File: src/rtl/vram_arb_pkg.sv
// Shared types and constants for the VRAM port arbiter: return-tag encoding,
// default bus widths and a saturating-increment helper for the stats counters.
package vram_arb_pkg;

    localparam int unsigned ADDR_W_DEF = 14;
    localparam int unsigned DATA_W_DEF = 32;

    typedef enum logic [1:0] {
        TAG_NONE = 2'd0,
        TAG_SO   = 2'd1,
        TAG_RD   = 2'd2,
        TAG_CPU  = 2'd3
    } tag_e;

    function automatic logic [15:0] sat_inc16(input logic [15:0] v, input logic en);
        return (en && (v != 16'hFFFF)) ? v + 16'd1 : v;
    endfunction

endpackage

File: src/rtl/vram_port_arbiter_if.sv
// Requester handshakes and VRAM port bundle; slave is the arbiter side,
// master is the requesters plus the memory.
interface vram_port_arbiter_if
    import vram_arb_pkg::*;
#(
    parameter int unsigned ADDR_W = ADDR_W_DEF,
    parameter int unsigned DATA_W = DATA_W_DEF
) ();

    logic              i_so_req;
    logic [ADDR_W-1:0] i_so_addr;
    logic              o_so_gnt;
    logic              o_so_rvalid;

    logic              i_rd_req;
    logic [ADDR_W-1:0] i_rd_addr;
    logic              o_rd_gnt;
    logic              o_rd_rvalid;

    logic              i_cpu_req;
    logic              i_cpu_we;
    logic [ADDR_W-1:0] i_cpu_addr;
    logic [DATA_W-1:0] i_cpu_wdata;
    logic              o_cpu_gnt;
    logic              o_cpu_rvalid;

    logic [DATA_W-1:0] o_rdata;

    logic              o_mem_en;
    logic              o_mem_we;
    logic [ADDR_W-1:0] o_mem_addr;
    logic [DATA_W-1:0] o_mem_wdata;
    logic [DATA_W-1:0] i_mem_rdata;

    modport slave (
        input  i_so_req, i_so_addr, i_rd_req, i_rd_addr,
        input  i_cpu_req, i_cpu_we, i_cpu_addr, i_cpu_wdata, i_mem_rdata,
        output o_so_gnt, o_so_rvalid, o_rd_gnt, o_rd_rvalid,
        output o_cpu_gnt, o_cpu_rvalid, o_rdata,
        output o_mem_en, o_mem_we, o_mem_addr, o_mem_wdata
    );

    modport master (
        output i_so_req, i_so_addr, i_rd_req, i_rd_addr,
        output i_cpu_req, i_cpu_we, i_cpu_addr, i_cpu_wdata, i_mem_rdata,
        input  o_so_gnt, o_so_rvalid, o_rd_gnt, o_rd_rvalid,
        input  o_cpu_gnt, o_cpu_rvalid, o_rdata,
        input  o_mem_en, o_mem_we, o_mem_addr, o_mem_wdata
    );

endinterface

File: src/rtl/vram_port_arbiter_return_pipe.sv
// vram_return_pipe: MEM_LAT-deep shift register of read-return tags with a
// one-hot rvalid decode at the output stage.
module vram_return_pipe
    import vram_arb_pkg::*;
#(
    parameter int unsigned MEM_LAT = 1
) (
    input  logic clk,
    input  logic reset,
    input  tag_e i_tag,
    output logic o_so_rvalid,
    output logic o_rd_rvalid,
    output logic o_cpu_rvalid
);

    tag_e r_tag [MEM_LAT];

    always_ff @(posedge clk) begin
        if (reset) begin
            for (int unsigned i = 0; i < MEM_LAT; i++) begin
                r_tag[i] <= TAG_NONE;
            end
        end else begin
            r_tag[0] <= i_tag;
            for (int unsigned i = 1; i < MEM_LAT; i++) begin
                r_tag[i] <= r_tag[i-1];
            end
        end
    end

    always_comb begin
        o_so_rvalid  = 1'b0;
        o_rd_rvalid  = 1'b0;
        o_cpu_rvalid = 1'b0;
        if (!reset) begin
            case (r_tag[MEM_LAT-1])
                TAG_SO:  o_so_rvalid  = 1'b1;
                TAG_RD:  o_rd_rvalid  = 1'b1;
                TAG_CPU: o_cpu_rvalid = 1'b1;
                default: ;
            endcase
        end
    end

endmodule

File: src/rtl/vram_port_arbiter.sv
// Three-way VRAM arbiter (scanout > render/CPU round-robin, CPU starvation bound).
// Optional grant/conflict statistics enabled by defining VRAM_ARB_STATS_EN.
module vram_port_arbiter
    import vram_arb_pkg::*;
#(
    parameter int unsigned ADDR_W     = ADDR_W_DEF,
    parameter int unsigned DATA_W     = DATA_W_DEF,
    parameter int unsigned MEM_LAT    = 1,
    parameter int unsigned STARVE_MAX = 8
) (
    input  logic                 clk,
    input  logic                 reset,
    vram_port_arbiter_if.slave   bus
`ifdef VRAM_ARB_STATS_EN
    ,
    output logic [15:0]          o_stat_so_cnt,
    output logic [15:0]          o_stat_rd_cnt,
    output logic [15:0]          o_stat_cpu_cnt,
    output logic [15:0]          o_stat_conflict_cnt
`endif
);

    localparam int unsigned CNT_W = $clog2(STARVE_MAX + 1);

    logic [CNT_W-1:0]  r_starve;
    logic              r_rr_last;
    tag_e              w_win;
    tag_e              w_push;
    logic              w_force;
    logic [ADDR_W-1:0] w_addr;
    logic [DATA_W-1:0] w_wdata;

    assign w_force = (r_starve == CNT_W'(STARVE_MAX)) && bus.i_cpu_req;

    // Winner selection; requests are masked entirely while in reset.
    always_comb begin
        w_win = TAG_NONE;
        if (!reset) begin
            if (w_force)
                w_win = TAG_CPU;
            else if (bus.i_so_req)
                w_win = TAG_SO;
            else if (bus.i_rd_req && bus.i_cpu_req)
                w_win = r_rr_last ? TAG_RD : TAG_CPU;
            else if (bus.i_rd_req)
                w_win = TAG_RD;
            else if (bus.i_cpu_req)
                w_win = TAG_CPU;
        end
    end

    always_comb begin
        w_addr  = '0;
        w_wdata = '0;
        case (w_win)
            TAG_SO:  w_addr = bus.i_so_addr;
            TAG_RD:  w_addr = bus.i_rd_addr;
            TAG_CPU: begin
                w_addr  = bus.i_cpu_addr;
                w_wdata = bus.i_cpu_wdata;
            end
            default: ;
        endcase
    end

    assign bus.o_so_gnt    = (w_win == TAG_SO);
    assign bus.o_rd_gnt    = (w_win == TAG_RD);
    assign bus.o_cpu_gnt   = (w_win == TAG_CPU);
    assign bus.o_mem_en    = (w_win != TAG_NONE);
    assign bus.o_mem_we    = (w_win == TAG_CPU) && bus.i_cpu_we;
    assign bus.o_mem_addr  = w_addr;
    assign bus.o_mem_wdata = w_wdata;
    assign bus.o_rdata     = bus.i_mem_rdata;

    assign w_push = bus.o_mem_we ? TAG_NONE : w_win;

    always_ff @(posedge clk) begin
        if (reset) begin
            r_starve  <= '0;
            r_rr_last <= 1'b1;
        end else begin
            if (!bus.i_cpu_req || bus.o_cpu_gnt)
                r_starve <= '0;
            else if (r_starve != CNT_W'(STARVE_MAX))
                r_starve <= r_starve + 1'b1;
            if (bus.o_cpu_gnt)
                r_rr_last <= 1'b1;
            else if (bus.o_rd_gnt)
                r_rr_last <= 1'b0;
        end
    end

    vram_return_pipe #(.MEM_LAT(MEM_LAT)) u_ret (
        .clk          (clk),
        .reset        (reset),
        .i_tag        (w_push),
        .o_so_rvalid  (bus.o_so_rvalid),
        .o_rd_rvalid  (bus.o_rd_rvalid),
        .o_cpu_rvalid (bus.o_cpu_rvalid)
    );

`ifdef VRAM_ARB_STATS_EN
    logic w_conflict;

    assign w_conflict = !reset && ((bus.i_so_req && bus.i_rd_req) ||
                                   (bus.i_so_req && bus.i_cpu_req) ||
                                   (bus.i_rd_req && bus.i_cpu_req));

    always_ff @(posedge clk) begin
        if (reset) begin
            o_stat_so_cnt       <= '0;
            o_stat_rd_cnt       <= '0;
            o_stat_cpu_cnt      <= '0;
            o_stat_conflict_cnt <= '0;
        end else begin
            o_stat_so_cnt       <= sat_inc16(o_stat_so_cnt, bus.o_so_gnt);
            o_stat_rd_cnt       <= sat_inc16(o_stat_rd_cnt, bus.o_rd_gnt);
            o_stat_cpu_cnt      <= sat_inc16(o_stat_cpu_cnt, bus.o_cpu_gnt);
            o_stat_conflict_cnt <= sat_inc16(o_stat_conflict_cnt, w_conflict);
        end
    end
`endif

endmodule

File: src/flat_wrapper.sv
// flat-port wrapper written by rule: the top's interface ports become plain ports
module vram_port_arbiter_flat import vram_arb_pkg::*;
#(
    parameter int unsigned ADDR_W     = ADDR_W_DEF,
    parameter int unsigned DATA_W     = DATA_W_DEF,
    parameter int unsigned MEM_LAT    = 1,
    parameter int unsigned STARVE_MAX = 8
)
  (clk, reset, bus_i_so_req, bus_i_so_addr, bus_i_rd_req, bus_i_rd_addr, bus_i_cpu_req, bus_i_cpu_we, bus_i_cpu_addr, bus_i_cpu_wdata, bus_i_mem_rdata, bus_o_so_gnt, bus_o_so_rvalid, bus_o_rd_gnt, bus_o_rd_rvalid, bus_o_cpu_gnt, bus_o_cpu_rvalid, bus_o_rdata, bus_o_mem_en, bus_o_mem_we, bus_o_mem_addr, bus_o_mem_wdata);
  vram_port_arbiter_if #(.ADDR_W(ADDR_W), .DATA_W(DATA_W)) bus_i ();
  input  logic clk;
  input  logic reset;
  input wire logic [$bits(bus_i.i_so_req)-1:0] bus_i_so_req;
  input wire logic [$bits(bus_i.i_so_addr)-1:0] bus_i_so_addr;
  input wire logic [$bits(bus_i.i_rd_req)-1:0] bus_i_rd_req;
  input wire logic [$bits(bus_i.i_rd_addr)-1:0] bus_i_rd_addr;
  input wire logic [$bits(bus_i.i_cpu_req)-1:0] bus_i_cpu_req;
  input wire logic [$bits(bus_i.i_cpu_we)-1:0] bus_i_cpu_we;
  input wire logic [$bits(bus_i.i_cpu_addr)-1:0] bus_i_cpu_addr;
  input wire logic [$bits(bus_i.i_cpu_wdata)-1:0] bus_i_cpu_wdata;
  input wire logic [$bits(bus_i.i_mem_rdata)-1:0] bus_i_mem_rdata;
  output wire logic [$bits(bus_i.o_so_gnt)-1:0] bus_o_so_gnt;
  output wire logic [$bits(bus_i.o_so_rvalid)-1:0] bus_o_so_rvalid;
  output wire logic [$bits(bus_i.o_rd_gnt)-1:0] bus_o_rd_gnt;
  output wire logic [$bits(bus_i.o_rd_rvalid)-1:0] bus_o_rd_rvalid;
  output wire logic [$bits(bus_i.o_cpu_gnt)-1:0] bus_o_cpu_gnt;
  output wire logic [$bits(bus_i.o_cpu_rvalid)-1:0] bus_o_cpu_rvalid;
  output wire logic [$bits(bus_i.o_rdata)-1:0] bus_o_rdata;
  output wire logic [$bits(bus_i.o_mem_en)-1:0] bus_o_mem_en;
  output wire logic [$bits(bus_i.o_mem_we)-1:0] bus_o_mem_we;
  output wire logic [$bits(bus_i.o_mem_addr)-1:0] bus_o_mem_addr;
  output wire logic [$bits(bus_i.o_mem_wdata)-1:0] bus_o_mem_wdata;
  assign bus_i.i_so_req = bus_i_so_req;
  assign bus_i.i_so_addr = bus_i_so_addr;
  assign bus_i.i_rd_req = bus_i_rd_req;
  assign bus_i.i_rd_addr = bus_i_rd_addr;
  assign bus_i.i_cpu_req = bus_i_cpu_req;
  assign bus_i.i_cpu_we = bus_i_cpu_we;
  assign bus_i.i_cpu_addr = bus_i_cpu_addr;
  assign bus_i.i_cpu_wdata = bus_i_cpu_wdata;
  assign bus_i.i_mem_rdata = bus_i_mem_rdata;
  assign bus_o_so_gnt = bus_i.o_so_gnt;
  assign bus_o_so_rvalid = bus_i.o_so_rvalid;
  assign bus_o_rd_gnt = bus_i.o_rd_gnt;
  assign bus_o_rd_rvalid = bus_i.o_rd_rvalid;
  assign bus_o_cpu_gnt = bus_i.o_cpu_gnt;
  assign bus_o_cpu_rvalid = bus_i.o_cpu_rvalid;
  assign bus_o_rdata = bus_i.o_rdata;
  assign bus_o_mem_en = bus_i.o_mem_en;
  assign bus_o_mem_we = bus_i.o_mem_we;
  assign bus_o_mem_addr = bus_i.o_mem_addr;
  assign bus_o_mem_wdata = bus_i.o_mem_wdata;
  vram_port_arbiter #(.ADDR_W(ADDR_W), .DATA_W(DATA_W), .MEM_LAT(MEM_LAT), .STARVE_MAX(STARVE_MAX)) u_core (.clk(clk), .reset(reset), .bus(bus_i));
endmodule
File: config.mk
export PLATFORM = sky130hd
export DESIGN_NAME = vram_port_arbiter_flat
export DESIGN_NICKNAME = d
export VERILOG_FILES = /design/src/rtl/vram_arb_pkg.sv /design/src/rtl/vram_port_arbiter_if.sv /design/src/rtl/vram_port_arbiter_return_pipe.sv /design/src/rtl/vram_port_arbiter.sv /design/src/flat_wrapper.sv
export SDC_FILE = /design/constraint.sdc
export NUM_CORES = 1
export LEC_CHECK = 0
export CORE_MARGIN = 3
export CORE_UTILIZATION = 23
export DETAILED_ROUTE_END_ITERATION = 16
export MAX_ROUTING_LAYER = met4
export PLACE_DENSITY_LB_ADDON = 0.25
export SLEW_MARGIN = 20
export SYNTH_ARGS = -nofsm -noshare
export SYNTH_HDL_FRONTEND = slang
export SYNTH_HIERARCHICAL = 1
export SYNTH_SLANG_ARGS = --single-unit
export TNS_END_PERCENT = 100
File: constraint.sdc
create_clock -name clk -period 3.6 [get_ports clk]
set_clock_uncertainty 0.15 [all_clocks]
set_input_delay 0.54 -clock clk [delete_from_list [all_inputs] [get_ports clk]]
set_output_delay 0.54 -clock clk [all_outputs]
set_load 0.05 [all_outputs]
==> metrics.md <==
| Metric | Value |
|---|---|
| Max FO, Critical Path | 14 |
| Pwr Density | 184.9 mW/mm² |
| Seq/Total Area, Yosys | 0.1197 |
| Crit path time final | 3.134 ns |
| Leakage | 1.169 nW |
| Post-synthesis cell count | 147 |
| Max_cap viols | 0 |
| Post-synth ARST share | 0 |
| Vias in the first global route | 1449 |
| Crit start category | input port |
| Initial Util | 0.2431 |
| Share of cells above drive strength 1 | 0.2510 |
| Placed cell areas | 0.002813 mm² |
| Io pins | 198 |
| Worst Hold Class | flip-flop to flip-flop |
| Die Ht | 77.36 µm |
| DR DRC count | 0 |
| Relative slew slack | 0.4129 |
| Fin nets | 362 |
| Synth top area share | 0.2115 |
| Mapped Area | 0.001171 mm² |
| Row cnt | 25 |
| Maximum vdd drop | 0.1570 mV |
| Syn Area/Cell | 7.967 µm² |
| Post-synth top cells | 33 x and2_1, 33 x buf_4, 16 x a221o_1 |
| Dpl cells | 310 |
| ANT nets after route | 0 |
| Fin crit share | 0.8706 |
| Area leader, netlist | buf_4 |
| Detailed Routing Iterations Pass 1 | 4 |
| Final setup vio count | 0 |
| Core area | 0.004817 mm² |
| Clock Pin Slew Worst Setup and Hold Paths | 0.04 ns |
| Area delta synth->final | 144.0% |
| CTS Buffer Depth | 2 |
| Setup bufs post-CTS | 0 |
| Antenna violations before repair | 0 |
| GRT Util Overall | 0.1605 |
| CTS HTree Levels | 1 |
| Crit path DAT | 2.44 ns |
| Worst-margin pin slew | 0.8788 ns |
| Ys flop type | dfxtp_1 |
| DR vias/cell | 4.532 |
| N_diodes | 0 |
| Hpwl dp | 4179 µm |
| Pin count of the biggest net entering global routing | 21 |
| Synth Warn # | 6 |
| Clock buffers created by TritonCTS | 3 |
| Worst hold margin | 0.3660 ns |
| CTS tree | yes |
| Fin cells | 314 |
| Critical setup path kind | input port to output pin |
| CTS hold repair buffers | 0 |
| Global placement routability congestion | 0.7571 |
| Fmax | 0.3191 GHz |
| Port Buffers | 133 |
| Final wirelength | 4926 µm |
| Top cells by area, synth | buf_4 21%, and2_1 18%, a221o_1 14% |
| PostCTS Resize Cnt | 0 |
| CTS Sinks | 7 |
| Mapped Nets | 261 |
| Average routed wire per standard cell | 15.69 µm |
| Gr ovfl total | 0 |
| Number of flops mapped to enable cells by yosys | 0 |
| Final setup TNS | 0 ns |
| Slew Limit Fails | 0 |
| Status | finished clean |
| Die W | 77.36 µm |
| Finished Cell Area | 0.002858 mm² |
| Die area | 0.005984 mm² |
| RSZ-0062 raised after global routing | false |
| Worst setup EP type | output pin |
| Clock root buffer | clkbuf_8 |
| Initial detailed-routing violation count | 34 |
| Final core utilization | 0.5932 |
| Yosys cell types | 32 |
| Required time worst endpoint | 2.91 ns |
| Final Hold Fails | 0 |
| Vias post-DR | 1423 |
| Yosys reg bits | 7 |
| Worst-skew pair later-pin latency | 0.23 ns |
| First-pass GRT wire length | 7445 µm |
## logic make-up after synthesis
| logic type | after synthesis | share of synthesized area |
|---|---|---|
| AO/OA/AOI/OAI | 23 | 0.1902 |
| flip-flops | 7 | 0.1197 |
| XOR/XNOR | 2 | 0.01496 |
| adder cells (fa/ha/maj) | 2 | 0.02136 |
| buffers and inverters | 45 | 0.2778 |
| AND/OR/NAND/NOR | 68 | 0.3761 |
## metrics by stage
stage | setup slack (ns) | total power [mW]
5_1_grt | 0.2531 | 0.5500
3_5_place_dp | 0.4319 | 0.4200
3_3_place_gp | 0.5207 | 0.4174
2_1_floorplan | 0.9891 | 0.3138
4_1_cts | 0.4312 | 0.5346
6_report | 0.4660 | 0.5284
## layout by cell type (no fill, tap or decap), drive strengths merged
cell type | Yosys | final
a21oi | 3 | 3
a221o | 16 | 16
a311o | 1 | 1
and2 | 33 | 33
and2b | 2 | 2
and3 | 14 | 14
and3b | 2 | 2
buf | 39 | 54
clkbuf | 3 | 4
clkdlybuf4s50 | 0 | 84
dfxtp | 7 | 7
ha | 2 | 2
inv | 3 | 3
nand2 | 1 | 1
nand2b | 2 | 2
nand3 | 1 | 1
nand3b | 1 | 1
nand4b | 1 | 1
nand4bb | 1 | 1
nor2 | 2 | 2
nor2b | 1 | 1
nor3 | 1 | 1
nor3b | 2 | 2
nor4 | 3 | 3
nor4b | 1 | 1
o21ai | 1 | 1
o21ba | 1 | 1
o32ai | 1 | 1
xnor2 | 1 | 1
xor2 | 1 | 1
## layer usage
metal,track usage,vias to the layer above,wire length [µm]
li1,-,690,-
met1,0.1546,648,1644
met2,0.3040,63,2793
met5,-,-,0
met4,0.06584,0,179
met3,0.03944,22,309
## final timing paths
check | from | endpoint | slack [ns] | cells after the start
worst max register to register | u_core/r_starve[0]$_SDFFE_PP0P_ | u_core/u_ret/r_tag[0][1]$_SDFF_PP0_ | 1.58 | 7
worst min register to register | u_core/r_starve[0]$_SDFFE_PP0P_ | u_core/r_starve[0]$_SDFFE_PP0P_ | 0.37 | 1
worst max-delay path | bus_i_so_req | bus_o_mem_addr[0] | 0.47 | 5
worst min-delay path | u_core/r_starve[0]$_SDFFE_PP0P_ | u_core/r_starve[0]$_SDFFE_PP0P_ | 0.37 | 1
## worst max-delay path, cell delays in order
cell	delay [ns]
clkdlybuf4s50_1	0.59
nor2b_1	0.74
and3_1	0.26
a221o_1	0.16
buf_12	0.15
## where the power goes
| part | leakage, nW | switching [mW] | internal, mW |
|---|---|---|---|
| logic | 1.09 | 0.146 | 0.187 |
| registers | 0.0571 | 0.00242 | 0.0806 |
| clock network | 0.0228 | 0.0349 | 0.0767 |
## flip-flops by register name (all words and copies together) (netlist names)
register            cells
u_core/r_starve         4
u_core/u_ret/r_tag      2
u_core/r_rr_last        1
## final cells by class
type | count | area (µm²)
Clock buffer | 4 | 45.04
Fill cell | 429 | 1959
Sequential cell | 7 | 140.1
Timing Repair Buffer | 138 | 1872
Multi-Input combinational cell | 95 | 705.7
Tap cell | 67 | 83.83
Inverter | 3 | 11.26
Power figures use the tool's default switching activity.
==> RTL change, RTL diff (same settings) <==
The package constant `ADDR_W_DEF` goes from 14 to 16.
--- a/src/rtl/vram_arb_pkg.sv
+++ b/src/rtl/vram_arb_pkg.sv
@@ -2,7 +2,7 @@
 // default bus widths and a saturating-increment helper for the stats counters.
 package vram_arb_pkg;
 
-    localparam int unsigned ADDR_W_DEF = 14;
+    localparam int unsigned ADDR_W_DEF = 16;
     localparam int unsigned DATA_W_DEF = 32;
 
     typedef enum logic [1:0] {
Interface: changed (resized bus_i_cpu_addr, bus_i_rd_addr, bus_i_so_addr and bus_o_mem_addr); port bits go from 198 to 206. No check against the original RTL was run, so the function may have changed too.
==> RTL change against the original RTL <==
Count of clock-buffer cells in the layout unchanged. Sequential cell count unchanged. Design area up 5.2%. Combinational power up 8.1%. Critical path depth unchanged. Synthesized area up 6.2%. Total power up 5.0%. Cell count up 4.1%. Worst setup slack worse by 0.17 ns. First-iteration DRC count up 8.8%. Critical path type unchanged. Non-clock buffer count up 6. Routed wire length up 6.6%. Largest cell class unchanged.
==> RTL change: results (changes against the original RTL) <==
* Adder-Cell Fraction of Synth Area at 2.012% (was 2.137%)
* Global-route wire length before repair at 8.045 mm (was 7.445 mm)
* TritonRoute pass-1 iters at 3 (was 4)
* Mux cell area share after synthesis at 0% (unchanged)
* Synth top cells by count: and2_1, buf_4, a221o_1 (unchanged)
* Root buffer cell: clkbuf_8 (unchanged)
* Port bufs at 141 (was 133)
* Placer Congestion at 0.7190 (was 0.7571)
* Ratio of cells with drive above 1 in the final layout at 31.13% (was 25.10%)
* Synth Flop Type: dfxtp_1 (unchanged)
* CP peak stage delay at 0.86 ns (was 0.74 ns)
* Cts bufs inserted at 3 (unchanged)
* Drt wl/cell at 16.06 µm (was 15.69 µm)
* Worst-path cell with the longest stage delay: nor2b_1 (unchanged)
* Initial antenna violation count at 0 (unchanged)
* Compound-Gate Fraction of Synth Area at 20.52% (was 19.02%)
* Post-synth cell types at 34 (was 32)
* Fill cells at 451 (was 429)
* Xor/xnor share of the synthesized area at 1.408% (was 1.496%)
* Setup bufs post-CTS at 0 (unchanged)
* Clock-pin slew on the worst setup and hold paths at 0.04 ns (about the same)
* Crit-path max FO at 16 (was 14)
* Final HPWL DP at 4.441 mm (was 4.179 mm)
* Inserted Diodes at 0 (unchanged)
* Run status: complete, no violations (unchanged)
* Data arrival time of the worst path at 2.62 ns (was 2.44 ns)
* Yosys warnings at 6 (unchanged)
* Top post-synthesis cells by area: buf_4, and2_1, a221o_1, dfxtp_1, and3_2 (was buf_4, and2_1, a221o_1, dfxtp_1, and3_1)
* H-tree depth at 1 (unchanged)
* R2r setup slk at 1.51 ns (was 1.58 ns)
* Slew @ Worst Pin at 1.051 ns (was 0.8788 ns)
* Number of global-route vias before repair at 1674 (was 1449)
* Hold Path Class: flop to flop (unchanged)
* Placed cell area at 2960 µm² (was 2813 µm²)
* Sequential element share of the synthesized area at 11.27% (was 11.97%)
* DR iter-0 viols at 37 (was 34)
* Post-synth ARST share at 0% (unchanged)
* Clock tree buffer depth at 2 (unchanged)
* Synthesized net count at 271 (was 261)
* Post_cts resized at 0 (unchanged)
* Leak at 1.211 nW (was 1.169 nW)
* Worst-skew pair later-pin latency at 0.23 ns (about the same)
* Tot GR Track Use at 16.63% (was 16.05%)
* Pin count of the biggest net entering global routing at 52 (was 21)
* Layout Nets at 378 (was 362)
* Maximum vdd drop at 0.1105 mV (was 0.1570 mV)
* Vias at 1535 (was 1423)
* Biggest regs: u_core/r_starve (4), u_core/u_ret/r_tag (2), u_core/r_rr_last (1) (unchanged)
* Crit path max-delay family: simple AND/OR/NAND/NOR gates (unchanged)
==> RTL change: cell types whose count changed after synthesis, sizes merged <==
| cell | change |
|---|---|
| buf | -1 |
| and3 | +2 |
| a221o | +2 |
| dlymetal6s2s | +1 |
==> RTL change: layout make-up <==
type / instances / area [µm²] / area share [%]
timing repair buffer: 144 / 1944 / 64.70
tap: 70 / 87.58 / 2.914
clock buffer: 4 / 45.04 / 1.499
inverter: 3 / 11.26 / 0.3747
sequential: 7 / 140.1 / 4.663
multi-input combinational: 99 / 777.0 / 25.85
==> RTL change: worst paths after layout <==
path                                         from                             endpoint  cells past startpoint
hold / removal    u_core/r_starve[0]$_SDFFE_PP0P_      u_core/r_starve[0]$_SDFFE_PP0P_                      1
setup reg to reg  u_core/r_starve[0]$_SDFFE_PP0P_  u_core/u_ret/r_tag[0][1]$_SDFF_PP0_                      6
setup / recovery                     bus_i_so_req                   bus_o_mem_addr[15]                      5
hold reg to reg   u_core/r_starve[0]$_SDFFE_PP0P_      u_core/r_starve[0]$_SDFFE_PP0P_                      1
==> RTL change: cell families (layout without fill, tap and decap cells) <==
kind of cell	Yosys count	count (layout)
AOI/OAI and AO/OA	25	25
xor gates and xnor gates	2	2
adders and majority gates	2	2
buffers and inverters	45	151
DFF	7	7
and+or+nand+nor	70	70
==> RTL change: worst register-to-register path: stages, from the launching register on <==
cell and delay (ns):
dfxtp_1 0.33, inv_1 0.07, ha_1 0.19, and3b_1 0.35, o21ba_4 0.53, a21oi_1 0.17
and2b_2 0.20
==> RTL change: power by group <==
part	leakage (nW)	internal, mW	total (mW)	switching [mW]
clock network	0.0228	0.0767	0.111	0.0346
logic	1.13	0.202	0.361	0.159
registers	0.0571	0.0806	0.0830	0.00234
==> RTL change: per-stage QoR <==
step / hold slack, ns / worst slack (ns) / cells
2_1_floorplan: 0.3022 / 0.9620 / 151
3_3_place_gp: 0.3410 / 0.2761 / 323
3_5_place_dp: 0.3489 / 0.3032 / 323
4_1_cts: 0.3469 / 0.2946 / 327
5_1_grt: 0.3964 / 0.1488 / 327
6_report: 0.3480 / 0.2917 / 327
==> RTL change: routing by layer <==
layer	routed length, µm	track usage (%)	up-vias
met1	1762	14.97	687
met4	63	4.467	0
met2	2697	32.05	115
met3	728	6.546	12
met5	0	-	-
li1	-	-	721
